--- src/rtl/arbiter_requester_pkg.sv ---
// Shared defaults and the aged-priority helper for the arbiter requester block.
package arbiter_requester_pkg;

  localparam int DEF_N        = 4;
  localparam int DEF_AGE_STEP = 4;
  localparam int DEF_STARVE   = 32;

  // Aged priority, summed at full width and then clamped to the top level n-1.
  function automatic int sat_prt(input int base, input int wait_ticks,
                                 input int age_step, input int n);
    int sum;
    sum = base + wait_ticks / age_step;
    return (sum > n - 1) ? n - 1 : sum;
  endfunction

endpackage

--- src/rtl/requester_slot.sv ---
// One requester: pending-job counter, aging wait counter and sticky flags.
module requester_slot
  import arbiter_requester_pkg::*;
#(
  parameter int N        = DEF_N,
  parameter int LN       = $clog2(N),
  parameter int DEPTH    = 7,
  parameter int AGE_STEP = DEF_AGE_STEP,
  parameter int STARVE   = DEF_STARVE
) (
  input  logic          clk,
  input  logic          rst,
  input  logic          tick,
  input  logic          add,
  input  logic          consume,
  input  logic [LN-1:0] base_prt,
  output logic          req,
  output logic [LN-1:0] prt,
  output logic          overflow,
  output logic          starve
);

  localparam int CW = $clog2(DEPTH + 1);
  localparam int WW = $clog2(STARVE + 1);

  logic [CW-1:0] pending_q, pending_d;
  logic [WW-1:0] wait_q, wait_d;
  logic          overflow_q, overflow_d;
  logic          starve_q, starve_d;

  always_comb begin
    // NOTE: every output of this block gets a default first, so no path leaves a latch behind.
    pending_d  = pending_q;
    wait_d     = wait_q;
    overflow_d = overflow_q;
    starve_d   = starve_q;

    // A coincident add and consume cancel; consume is only ever raised while pending is non-zero.
    case ({add, consume})
      2'b01:   pending_d = pending_q - 1'b1;
      2'b10:   if (pending_q == CW'(DEPTH)) overflow_d = 1'b1;
               else                         pending_d  = pending_q + 1'b1;
      default: ;
    endcase

    if (consume || pending_q == '0) begin
      wait_d = '0;
    end else if (tick && wait_q != WW'(STARVE)) begin
      wait_d = wait_q + 1'b1;
      if (wait_q == WW'(STARVE - 1)) starve_d = 1'b1;
    end
  end

  always_ff @(posedge clk) begin
    // NOTE: state registers use non-blocking assignments so every flop samples pre-edge values.
    if (rst) begin
      pending_q  <= '0;
      wait_q     <= '0;
      overflow_q <= 1'b0;
      starve_q   <= 1'b0;
    end else begin
      pending_q  <= pending_d;
      wait_q     <= wait_d;
      overflow_q <= overflow_d;
      starve_q   <= starve_d;
    end
  end

  assign req      = (pending_q != '0);
  assign prt      = LN'(sat_prt(int'(base_prt), int'(wait_q), AGE_STEP, N));
  assign overflow = overflow_q;
  assign starve   = starve_q;

endmodule

--- src/rtl/arbiter_requester.sv ---
// Requester front-end: N job queues with aging priority, grant consumption and protocol checking.
module arbiter_requester
  import arbiter_requester_pkg::*;
#(
  parameter int N        = DEF_N,
  parameter int LN       = $clog2(N),
  parameter int DEPTH    = 7,
  parameter int AGE_STEP = DEF_AGE_STEP,
  parameter int STARVE   = DEF_STARVE
) (
  input  logic                  clk,
  input  logic                  rst,
  input  logic                  clk_en,
  input  logic [N-1:0]          add,
  input  logic [N-1:0][LN-1:0]  base_prt,
  input  logic [LN-1:0]         grant,
  input  logic                  valid,
  output logic [N-1:0]          req,
  output logic [N-1:0][LN-1:0]  prt,
  output logic [N-1:0]          overflow,
  output logic [N-1:0]          starve,
  output logic                  proto_err,
  output logic [15:0]           served_total
);

  logic [N-1:0] consume;
  logic         strobe;
  logic         bad_grant;
  logic         age_tick;

  assign strobe = clk_en & valid;

  // An out-of-range grant matches no slot, so it falls out as a bad grant naturally.
  assign bad_grant = strobe & ~(|consume);
  assign age_tick  = clk_en & ~bad_grant;

  for (genvar i = 0; i < N; i++) begin : g_slot
    assign consume[i] = strobe & (grant == LN'(i)) & req[i];

    requester_slot #(
      .N        (N),
      .LN       (LN),
      .DEPTH    (DEPTH),
      .AGE_STEP (AGE_STEP),
      .STARVE   (STARVE)
    ) u_slot (
      .clk      (clk),
      .rst      (rst),
      .tick     (age_tick),
      .add      (add[i]),
      .consume  (consume[i]),
      .base_prt (base_prt[i]),
      .req      (req[i]),
      .prt      (prt[i]),
      .overflow (overflow[i]),
      .starve   (starve[i])
    );
  end

  always_ff @(posedge clk) begin
    if (rst) begin
      proto_err    <= 1'b0;
      served_total <= '0;
    end else begin
      if (bad_grant) proto_err    <= 1'b1;
      if (|consume)  served_total <= served_total + 16'd1;
    end
  end

endmodule

--- config.mk ---
export PLATFORM = sky130hd
export DESIGN_NAME = arbiter_requester
export DESIGN_NICKNAME = d
export VERILOG_FILES = /design/src/rtl/arbiter_requester_pkg.sv /design/src/rtl/requester_slot.sv /design/src/rtl/arbiter_requester.sv
export SDC_FILE = /design/constraint.sdc
export NUM_CORES = 1
export LEC_CHECK = 0
export CORE_MARGIN = 1
export CORE_UTILIZATION = 58
export DETAILED_ROUTE_END_ITERATION = 7
export GPL_ROUTABILITY_DRIVEN = 0
export PLACE_DENSITY = 0.85
export SLEW_MARGIN = 40
export SYNTH_ARGS = -nofsm -noshare
export SYNTH_HDL_FRONTEND = slang
export SYNTH_HIERARCHICAL = 1
export SYNTH_SLANG_ARGS = --single-unit
--- constraint.sdc ---
create_clock -name clk -period 4.8 [get_ports clk]
set_input_delay 0.48 -clock clk [delete_from_list [all_inputs] [get_ports clk]]
set_output_delay 0.48 -clock clk [all_outputs]
set_load 0.02 [all_outputs]
======== Yosys cells after proc, flatten, opt, wreduce, memory -nomap -nowiden ========
Index checks and enable logic that the tools add are counted.
storage, ports and cells
  bits in registers ....................... 61
  bits in latches ......................... 0
  bits in writable memories ............... 0
  memory bits (read-only) ................. 0
  logic and storage cells ................. 133
  memories kept ........................... 0
operators by class
  $add $sub $neg .......................... 17
  multiply operators ...................... 0
  divide/modulo/power cells ............... 0
  $lt $le $gt $ge ......................... 4
  equal/unequal tests ..................... 27
  shift-type cells ........................ 0
  muxes and demuxes ....................... 12
  bitwise logic cells ..................... 17
  reductions and logical operators ........ 38
operator list
  operator                                                               number
  6-bit by 1-bit adder with 6-bit output, second input constant          4
  6-bit by 5-bit equality test with 1-bit output, second input constant  4
  6-bit inequality test, second input constant                           4
  3-bit one-hot mux with 2 select lines                                  4
  2-bit by 4-bit adder with 5-bit output                                 4
  5-bit by 2-bit > comparator with 1-bit output, second input constant   4
  16-bit by 1-bit adder with 16-bit output, second input constant        1
  2-bit AND reduction                                                    8
  3-bit by 1-bit adder with 3-bit output, second input constant          4
  2-bit equality test, second input constant                             6
  3-bit equality test, second input constant                             4
  3-bit logical NOT                                                      4
  3-bit 2-to-1 mux                                                       4
  3-bit AND reduction                                                    4
  3-bit nonzero test                                                     4
  3-bit by 1-bit subtractor with 3-bit output, second input constant     4
  1-bit bitwise AND                                                      11
  2-bit by 1-bit equality test with 1-bit output, second input constant  5
  2-bit 2-to-1 mux                                                       4
  2-bit inequality test, second input constant                           4
  2-bit nonzero test                                                     4
  2-bit OR reduction                                                     4
  1-bit NOT                                                              6
  1-bit logical AND                                                      4
  3 further kinds                                                        6

======== Logic depth before layout (Yosys ltp) ========
  depth after elaboration ................. 10
  depth in mapped cells ................... 10
  gate-level depth less buffers ........... 9

======== By module ========
The synthesis kept the hierarchy.
by module, submodules not included
  module                                  instances  cells an instance  area an instance (sq um)
  requester_slot at g_slot[0].u_slot ...  3          71                 663.1
  arbiter_requester                       1          103                895.9
  requester_slot at g_slot[3].u_slot      1          71                 645.6

======== Least setup slack after synthesis ========
OpenSTA, ideal clock, no wires.
  path type ............................... reg-to-reg
  start ................................... register g_slot[1].u_slot.pending_q[0]
  end ..................................... register g_slot[3].u_slot.wait_q[5]
  arrival ................................. 2853 ps
  data required time ...................... 4730 ps
  setup slack ............................. 1877 ps
  cell stages (with the launch flop) ...... 9
  buffers on the path ..................... 1
  period minus slack after synthesis ...... 2923 ps
  cells stage by stage .................... dfxtp_1 > or3_1 > buf_2 > mux4_2 > inv_1 > a21boi_0 > nand4_1 > or3_1 > a21oi_1
on the way
  word-level cells in the longest chain between the ends .. 8
ends and longest elaborated chain
  what                    line                     RTL
  start, declared         requester_slot.sv:26     logic [CW-1:0] pending_q, pending_d;
  start signal, assigned  requester_slot.sv:62     pending_q <= pending_d;
  3-bit nonzero test      requester_slot.sv:69     assign req = (pending_q != '0);
  named net req[1]        arbiter_requester.sv:18  output logic [N-1:0] req,
  1-bit bitwise AND       arbiter_requester.sv:38  assign consume[i] = strobe & (grant == LN'(i)) & req[i];
  4-bit OR reduction      arbiter_requester.sv:34  assign bad_grant = strobe & ~(|consume);
  1-bit NOT               arbiter_requester.sv:34
  1-bit bitwise AND       arbiter_requester.sv:34
  1-bit NOT               arbiter_requester.sv:35  assign age_tick = clk_en & ~bad_grant;
  1-bit bitwise AND       arbiter_requester.sv:35
  named net age_tick      arbiter_requester.sv:29  logic age_tick;
  1-bit logical AND       requester_slot.sv:48     end else if (tick && wait_q != WW'(STARVE)) begin
  end signal, assigned    requester_slot.sv:63     wait_q <= wait_d;
  end, declared           requester_slot.sv:27     logic [WW-1:0] wait_q, wait_d;
The timed path passes the listed nets, and every way through them passes these cells.
A chain may end at the register's enable or synchronous reset.

==> flow_metrics.env <==
export IMPL_status="completed"
export IMPL_max_freq_ghz=0.324
export IMPL_gr_total_overflow=0
export IMPL_die_area_um2=6400
export IMPL_fp_row_count=28
export IMPL_netlist_instances=387
export IMPL_max_slew_margin_pct=47.5
export IMPL_num_vias=3074
export IMPL_clk_latency_ns=0.34
export IMPL_grt_pass1_wl_um=12600
export IMPL_grt_pass1_vias=2800
export IMPL_cts_tree="done"
export IMPL_syn_avg_cell_area_um2=9.12
export IMPL_antenna_found_initial=0
export IMPL_fin_crit_sh_pct=64.2
export IMPL_maxSlewViolCount=0
export IMPL_criticalPathCategory="in -> out"
export IMPL_peakVddDrop_v=0.000192
export IMPL_layout_nets=489
export IMPL_synth_top_area_share_pct=34.6
export IMPL_drt_first_iter_violations=110
export IMPL_synth_edf_count=0
export IMPL_clkPwrFrac_pct=39.1
export IMPL_rrSetupSlack_ns=1.82
export IMPL_syn_area_um2=3530
export IMPL_drv_cap=0
export IMPL_p_int_uw=895
export IMPL_p_leak_uw=0.00163
export IMPL_yosysSeqAreaShare_pct=34.6
export IMPL_worst_slew_pin_slew_ns=0.786
export IMPL_clock_root_buffer="clkbuf_8"
export IMPL_dr_pass1_iters=4
export IMPL_hp_start="g_slot[3].u_slot/starve"
export IMPL_post_cts_buffers=0
export IMPL_synth_nets=430
export IMPL_tns_ns=0
export IMPL_synth_ff_type="dfxtp_1"
export IMPL_area_delta_synth_final_pct=23.2
export IMPL_portBuffers=54
export IMPL_clk_pin_slew_ns=0.07
export IMPL_ioPinCount=55
export IMPL_clockBufferDepth=2
export IMPL_gr_usage_all_layers_pct=25.3
export IMPL_postRouteAntennaNets=0
export IMPL_drc_errors=0
export IMPL_start_kind="input pin"
export IMPL_period_needed_ns=3.08
export IMPL_p_switching_uw=343
export IMPL_yosysMostFrequentCell="dfxtp_1"
export IMPL_slowest_stage="clkdlybuf4s50_1"
export IMPL_ys_types=49
export IMPL_via_per_inst=5.84
export IMPL_grt_max_degree=27
export IMPL_pwr_share_comb_pct=16.7
export IMPL_worstPathRequired_ns=4.32
export IMPL_cts_resized=0
export IMPL_fp_dieW_um=80.0
export IMPL_synth_common_cells="61 x dfxtp_1, 34 x nor2_1, 25 x nand2_1, 22 x nand3_1"
export IMPL_fin_skew_ns=0.00519
export IMPL_numCtsBuffers=9
export IMPL_drive_gt1_share_pct=8.87
export IMPL_dp_hpwl_um=5650
export IMPL_synth_area_leaders="dfxtp_1 35%, ha_1 6.0%, fa_1 4.5%, xor2_1 4.2%, nor2_1 3.6%"
export IMPL_htree_levels=3
export IMPL_ys_seq_elements=61
export IMPL_crit_top_cell="clkdlybuf4s50_1"
export IMPL_hp_class="reg -> reg"
export IMPL_worstPathMaxFanout=2
export IMPL_rsz0062_at_grt="false"
export IMPL_cts_num_sinks=61
export IMPL_hold_buffers=0
export IMPL_power_uw=1240
export IMPL_yosysTopAreaCell="dfxtp_1"
export IMPL_worstPathCellList="clkdlybuf4s50_1 > ha_1 > fa_1 > o22ai_1 > or3b_1 > clkdlybuf4s50_1"
export IMPL_routed_wl_um=7640
export IMPL_wl_per_cell_um=14.5
export IMPL_die_h_um=80.0
export IMPL_setup_viol=0
export IMPL_antennaDiodeCount=0
export IMPL_yosys_warnings=6
export IMPL_sw_frac_of_total_pct=27.7
export IMPL_startpoint="base_prt[2]"
export IMPL_r2r_start="g_slot[2].u_slot/pending_q[0]"
export IMPL_initial_core_util_pct=60.0
export IMPL_seq_power_share_pct=44.2
export IMPL_hold_violations=0
export IMPL_synthArstFlopShare_pct=0
export IMPL_power_density_nw_per_um2=285
export IMPL_core_area_um2=5890
export IMPL_arrival_ns=2.60
export IMPL_worstSetupEndpointType="primary output"
export IMPL_cpPeakStageDelay_ns=0.54
area by class of cell:
type,count,area (um2)
repair buffers,57,558
multi-input cells,304,2220
inverters,13,48.8
fillers,452,1540
clock buffers,13,169
clock inverters,3,42.5
well taps,75,93.8
flip-flops and latches,61,1220
cells by family (layout without fill, tap and decap cells):
kind of cell / count (synthesis) / in the layout / synth area share [%]
buffers and inverters: 22 / 86 / 2.66
adder cells (fa/ha/maj): 25 / 25 / 10.6
AO/OA/AOI/OAI: 78 / 78 / 14.8
AND/OR/NAND/NOR: 168 / 168 / 28.5
multiplexers: 12 / 12 / 3.76
flip-flops: 61 / 61 / 34.6
XOR/XNOR: 21 / 21 / 5.21
cell usage in the layout (no fill, tap or decap), types with 4 or more instances in the layout:
| cell type | Yosys | routed |
|---|---|---|
| dfxtp_1 | 61 | 61 |
| clkdlybuf4s50_1 | 0 | 53 |
| nor2_1 | 34 | 34 |
| nand2_1 | 25 | 25 |
| nand3_1 | 22 | 22 |
| xor2_1 | 17 | 17 |
| ha_1 | 17 | 17 |
| a211oi_1 | 15 | 15 |
| a21oi_1 | 14 | 14 |
| inv_1 | 13 | 13 |
| clkbuf_8 | 0 | 12 |
| mux2i_1 | 11 | 11 |
| nor3b_1 | 9 | 9 |
| and2_1 | 9 | 9 |
| or3_1 | 9 | 9 |
| or4_1 | 9 | 9 |
| a31oi_1 | 9 | 9 |
| o31ai_1 | 8 | 8 |
| or3b_1 | 8 | 8 |
| fa_1 | 8 | 8 |
| o21ai_0 | 7 | 7 |
| nand3b_1 | 5 | 5 |
| a21boi_1 | 4 | 5 |
| nand4_1 | 4 | 4 |
| nand2_2 | 4 | 4 |
| nor2b_1 | 4 | 4 |
| and2_0 | 4 | 4 |
| o22ai_1 | 4 | 4 |
| nand2b_1 | 4 | 4 |
| o211ai_1 | 4 | 4 |
| and4_2 | 4 | 4 |
| xnor2_1 | 4 | 4 |
metal layers:
layer	global-route usage [%]	vias up	routed length (um)
met3	4.23	11	355
li1	-	1544	-
met1	31.5	1455	3430
met4	11.6	0	102
met2	42.4	64	3760
met5	0	-	0
critical path, delay by kind of cell:
kind / cells / cell delay [ns]
buffers and inverters: 2 / 0.96
AOI/OAI and AO/OA: 1 / 0.18
and+or+nand+nor: 1 / 0.36
adders and majority gates: 2 / 0.62
flip-flops by register name (all words and copies together), names as in the netlist:
register	flops
g_slot.u_slot/starve	4
g_slot.u_slot/pending_q	12
g_slot.u_slot/overflow	4
proto_err	1
served_total	16
g_slot.u_slot/wait_q	24
worst paths after layout:
path	to	depth (start not counted)
min reg2reg	g_slot[3].u_slot/starve	2
max reg2reg	g_slot[3].u_slot/wait_q[5]	8
max	prt[2]	6
min	g_slot[3].u_slot/starve	2
power by group through the flow:
| stage | Sequential, uW | Clock (uW) | Combinational, uW |
|---|---|---|---|
| after CTS | 546 | 488 | 207 |
| after floorplan | 554 | 0 | 136 |
| after global placement | 557 | 0 | 199 |
| after detailed placement | 557 | 0 | 206 |
| after global routing | 549 | 510 | 229 |
| final | 547 | 484 | 207 |
through the flow:
step                      setup slack, ns  cell area, um2  util [%]  hold WS, ns  cells
after floorplan                      1.88            3530         -        0.453    387
after global placement               1.73            4140      70.4        0.453    510
after detailed placement             1.63            4140      70.3        0.456    510
after CTS                            1.71            4350      73.9        0.470    526
after global routing                 1.63            4350      73.9        0.490    526
final                                1.72            4350      73.9        0.469    526
Power figures use the tool's default switching activity.
==> edit 1 (same flow settings) <==
`DEPTH` is set to 7 in 2 places; all go to 14.
--- a/src/rtl/requester_slot.sv
+++ b/src/rtl/requester_slot.sv
@@ -6,3 +6,3 @@
   parameter int LN       = $clog2(N),
-  parameter int DEPTH    = 7,
+  parameter int DEPTH    = 14,
   parameter int AGE_STEP = DEF_AGE_STEP,
--- a/src/rtl/arbiter_requester.sv
+++ b/src/rtl/arbiter_requester.sv
@@ -6,3 +6,3 @@
   parameter int LN       = $clog2(N),
-  parameter int DEPTH    = 7,
+  parameter int DEPTH    = 14,
   parameter int AGE_STEP = DEF_AGE_STEP,
Function: changed (a bounded check fails within 10 cycles, from zero or initial values and one cycle with rst high).
==> edit 1 against the unedited design <==
  * The flow now finishes with violations (design-rule violations)
  * Global-route usage fell by 1.1 points
  * Sequential cell count rose by 4
  * Core utilization fell by 0.90 points
  * Critical path depth rose by 1
  * Sequential share of layout area fell by 0.32 points
  * Synthesized cell count rose by 6.2%
  * Area after synthesis rose by 11%
  * Wire length rose by 5.5%
  * Hold slack improved by 0.0020 ns
  * Design area rose by 7.8%
  * Setup slack got worse by 0.0070 ns
  * Total power rose by 7.6%
  * Largest cell class unchanged
==> edit 1: results (changes against the unedited design) <==
H-tree lvl count: 3 (unchanged)
Clock Latency Late Sink: 0.34 ns (about the same)
Share of cells above drive strength 1: 0.112 (was 0.0887)
Vias per cell: 5.78 (was 5.84)
Top flop regs: g_slot.u_slot/wait_q (24), g_slot.u_slot/pending_q (16), served_total (16) (was g_slot.u_slot/wait_q (24), served_total (16), g_slot.u_slot/pending_q (12))
Global-route wire length before repair: 13.7 mm (was 12.6 mm)
Reg2Reg Launch Point: g_slot[0].u_slot/pending_q[0]$_SDFFE_PP0P_ (was g_slot[2].u_slot/pending_q[0]$_SDFFE_PP0P_)
Status: finished with violations (was completed)
Clock slew at reported path FFs: 0.07 ns (about the same)
Placed Area: 0.00453 sq mm (was 0.00414 sq mm)
GR Util All Layers: 0.242 (was 0.253)
Vias in the first global route: 3009 (was 2800)
Drt total wl: 8.06 mm (was 7.64 mm)
Netlist cell types: 46 (was 49)
Ranking of synthesized cells by area: dfxtp_1 33%, ha_1 8.0%, xor2_1 5.6%, nor2_1 5.1%, fa_1 4.1% (was dfxtp_1 35%, ha_1 6.0%, fa_1 4.5%, xor2_1 4.2%, nor2_1 3.6%)
Violations in the final reports: design-rule violations
Remaining DRCs: 6 (was 0)
Slew HR: 0.641 (was 0.475)
Syn nets: 462 (was 430)
Sequential-to-total area share from yosys stat: 0.332 (was 0.346)
Drt pass-1 iters: 6 (was 4)
Crit-path max FO: 2 (unchanged)
Reg2reg path depth: 9 (was 8)
Initial detailed-routing violation count: 150 (was 110)
RR Endpoint: g_slot[0].u_slot/pending_q[3]$_SDFFE_PP0P_ (was g_slot[3].u_slot/wait_q[5]$_SDFFE_PP0P_)
Worst vdd ir: 0.000192 V (about the same)
Crit path DAT: 2.61 ns (was 2.60 ns)
NumNets Final: 519 (was 489)
Largest net degree at the start of global routing: 51 (was 27)
Worst Hold Slack: 0.471 ns (was 0.469 ns)
Detailed Place HPWL: 5.81 mm (was 5.65 mm)
Leak pwr: 0.00191 uW (was 0.00163 uW)
Synth top cells by count: 65 x dfxtp_1, 53 x nor2_1, 29 x a21oi_1, 25 x ha_1, 25 x xor2_1 (was 61 x dfxtp_1, 34 x nor2_1, 25 x nand2_1, 22 x nand3_1)
Post-CTS sizing: 0 (unchanged)
R2R Setup Slk: 1.93 ns (was 1.82 ns)
Final Skew: 0.00908 ns (was 0.00519 ns)
-- edit 1: cell count changes in the layout (fill, tap and decap cells not counted), sizes merged, moves of 11 or more --
| cell | delta |
|---|---|
| nor2 | +19 |
| nand2 | -12 |
| a21oi | +12 |
| a211oi | -11 |
-- edit 1: cells by family after synthesis --
kind of cell / share of synthesized area
flops: 0.332
buf+inv: 0.0265
mux: 0.0453
simple gates: 0.277
xor+xnor: 0.0647
compound gates: 0.135
fa+ha+maj: 0.121
-- edit 1: worst max-delay path: stages --
cell and delay (ns):
clkdlybuf4s50_1 0.40, ha_1 0.22, fa_1 0.39, or2_2 0.28, a21oi_1 0.21, nand2b_1 0.08
clkdlybuf4s50_1 0.54
-- edit 1: report_power, final --
part / internal, uW / total, uW / switching [uW] / leakage [uW]
sequential: 569 / 605 / 35.7 / 0.000528
clock: 183 / 390 / 207 / 0.0000818
combinational: 157 / 337 / 181 / 0.00130
total: 909 / 1330 / 423 / 0.00191
-- edit 1: layer usage --
metal | up-vias | GRT usage | routed length (microns)
met5 | - | 0 | 0
met4 | 0 | 0.0987 | 151
met3 | 13 | 0.0560 | 330
met2 | 62 | 0.408 | 4060
met1 | 1512 | 0.299 | 3520
li1 | 1594 | - | -
-- edit 1: per-stage QoR --
step	cells	setup WS, ns
6_report	550	1.71
3_3_place_gp	534	1.72
3_5_place_dp	534	1.61
2_1_floorplan	411	1.81
5_1_grt	550	1.58
4_1_cts	550	1.70
-- edit 1: worst max path at each step --
stage / from / slack, ns / end / cells after the start
floorplan: g_slot[3].u_slot/pending_q[0]$_SDFFE_PP0P_ / 1.81 / g_slot[0].u_slot/starve$_SDFFE_PP0P_ / 7
global placement: valid / 1.72 / g_slot[0].u_slot/pending_q[3]$_SDFFE_PP0P_ / 10
detailed placement: valid / 1.61 / g_slot[1].u_slot/pending_q[3]$_SDFFE_PP0P_ / 10
CTS: base_prt[4] / 1.70 / prt[4] / 7
global route: base_prt[4] / 1.58 / prt[4] / 7
finish: base_prt[4] / 1.71 / prt[4] / 7
-- edit 1: layout make-up --
type	count	area, sq um
clock buffer	10	128
clock inverter	6	35.0
fill	500	1730
inverter	17	63.8
multi-input combinational	320	2520
sequential	65	1300
tap	77	96.3
timing repair buffer	55	546
==> edit 2 (same flow settings) <==
Made on the original files. Register the output `overflow`, cleared by the reset; this adds one clock of latency there. The other outputs are not delayed to match.
--- a/src/rtl/arbiter_requester.sv
+++ b/src/rtl/arbiter_requester.sv
@@ -24,2 +24,4 @@
 );
+
+  logic [N-1:0] overflow_c;
 
@@ -54,3 +56,3 @@
       .prt      (prt[i]),
-      .overflow (overflow[i]),
+      .overflow (overflow_c[i]),
       .starve   (starve[i])
@@ -69,2 +71,10 @@
 
+  always_ff @(posedge clk) begin
+    if (rst) begin
+      overflow <= '0;
+    end else begin
+      overflow <= overflow_c;
+    end
+  end
+
 endmodule
Function: changed (Yosys sat finds a counterexample within 10 cycles, from zero or initial values and one cycle with rst high).
==> edit 2 against the unedited design <==
  * Wire length grew 1.9%
  * Area after synthesis grew 3.2%
  * Setup slack lost 0.048 ns
  * Sequential cell count grew 4
  * Count of clock-buffer cells in the layout shrank 1
  * Sequential power grew 5.5%
  * Design area grew 1.9%
  * Total power shrank 0.23%
  * Critical endpoint is now prt[6]
==> edit 2: results (changes against the unedited design) <==
Crit path from: base_prt[6] (was base_prt[2])
Largest net degree at the start of global routing: 48 (was 27)
Vias in the first global route: 2981 (was 2800)
Crit path DAT: 2.65 ns (was 2.60 ns)
WHS Endpoint: overflow[1]$_SDFF_PP0_ (was g_slot[3].u_slot/starve$_SDFFE_PP0P_)
Netlist cell types: 53 (was 49)
Slew HR: 0.542 (was 0.475)
Hold Path Depth: 1 (was 2)
Avg WL per Cell: 14.7 microns (was 14.5 microns)
Global Route met1 Usage: 0.296 (was 0.315)
Synth Area in Adders: 0.102 (was 0.106)
Detailed Place HPWL: 5.58 mm (was 5.65 mm)
WL met1: 3.47 mm (was 3.43 mm)
Drt pass-1 iters: 5 (was 4)
Worst vdd ir: 0.000187 V (was 0.000192 V)
Sequential-to-total area share from yosys stat: 0.357 (was 0.346)
Post-Synth XOR/XNOR Area: 0.0409 (was 0.0521)
Post-Place Worst Slack: 1.66 ns (was 1.63 ns)
Min-delay src: g_slot[1].u_slot/overflow$_SDFFE_PP0P_ (was g_slot[3].u_slot/starve$_SDFFE_PP0P_)
NumNets Final: 495 (was 489)
Status: completed (unchanged)
Initial detailed-routing violation count: 132 (was 110)
CTS Sinks: 65 (was 61)
GR Util All Layers: 0.252 (was 0.253)
Multiplexer share of the synthesized area: 0.0364 (was 0.0376)
DR vias: 3193 (was 3074)
Ranking of synthesized cells by area: dfxtp_1 36%, ha_1 5.8%, fa_1 4.4%, nor2_1 3.4%, xor2_1 3.1% (was dfxtp_1 35%, ha_1 6.0%, fa_1 4.5%, xor2_1 4.2%, nor2_1 3.6%)
Highest clock rate: 319 MHz (was 324 MHz)
Met2 WL post-DR: 3.84 mm (was 3.76 mm)
Complex-gate fraction of the synthesized area: 0.153 (was 0.148)
## edit 2: logic make-up after synthesis
logic type               count (synthesis)
multiplexers                            13
AO/OA/AOI/OAI                           83
buffers and inverters                   25
flip-flops                              65
adder cells (fa/ha/maj)                 25
AND/OR/NAND/NOR                        169
XOR/XNOR                                17
## edit 2: layout make-up
| type | instances | area [sq um] | share of cell area |
|---|---|---|---|
| Clock inverter | 3 | 40.0 | 0.00903 |
| Tap cell | 75 | 93.8 | 0.0212 |
| Inverter | 13 | 48.8 | 0.0110 |
| Timing Repair Buffer | 56 | 556 | 0.125 |
| Sequential cell | 65 | 1300 | 0.294 |
| Clock buffer | 12 | 155 | 0.0350 |
| Multi-Input combinational cell | 307 | 2240 | 0.505 |
## edit 2: per-stage QoR
stage | utilization | cells | total power [uW] | hold slack (ns) | instance area [sq um]
after floorplan | - | 397 | 710 | 0.429 | 3640
after global routing | 0.740 | 531 | 1280 | 0.480 | 4430
after global placement | 0.706 | 516 | 769 | 0.440 | 4230
after detailed placement | 0.706 | 516 | 778 | 0.456 | 4230
after CTS | 0.739 | 531 | 1240 | 0.468 | 4430
final | 0.740 | 531 | 1230 | 0.465 | 4430
## edit 2: power groups by stage
stage	clock network [uW]	registers, uW	logic (uW)
after floorplan	0	586	124
after CTS	475	576	191
after global routing	493	580	210
after detailed placement	0	589	189
after global placement	0	587	182
final	467	577	191
## edit 2: worst reg2reg max path: cells and delay by family (launching register included)
family / cells / cell delay, ns
buffers and inverters: 1 / 0.24
and+or+nand+nor: 3 / 1.00
AOI/OAI and AO/OA: 3 / 0.78
muxes: 1 / 0.14
DFF: 1 / 0.46
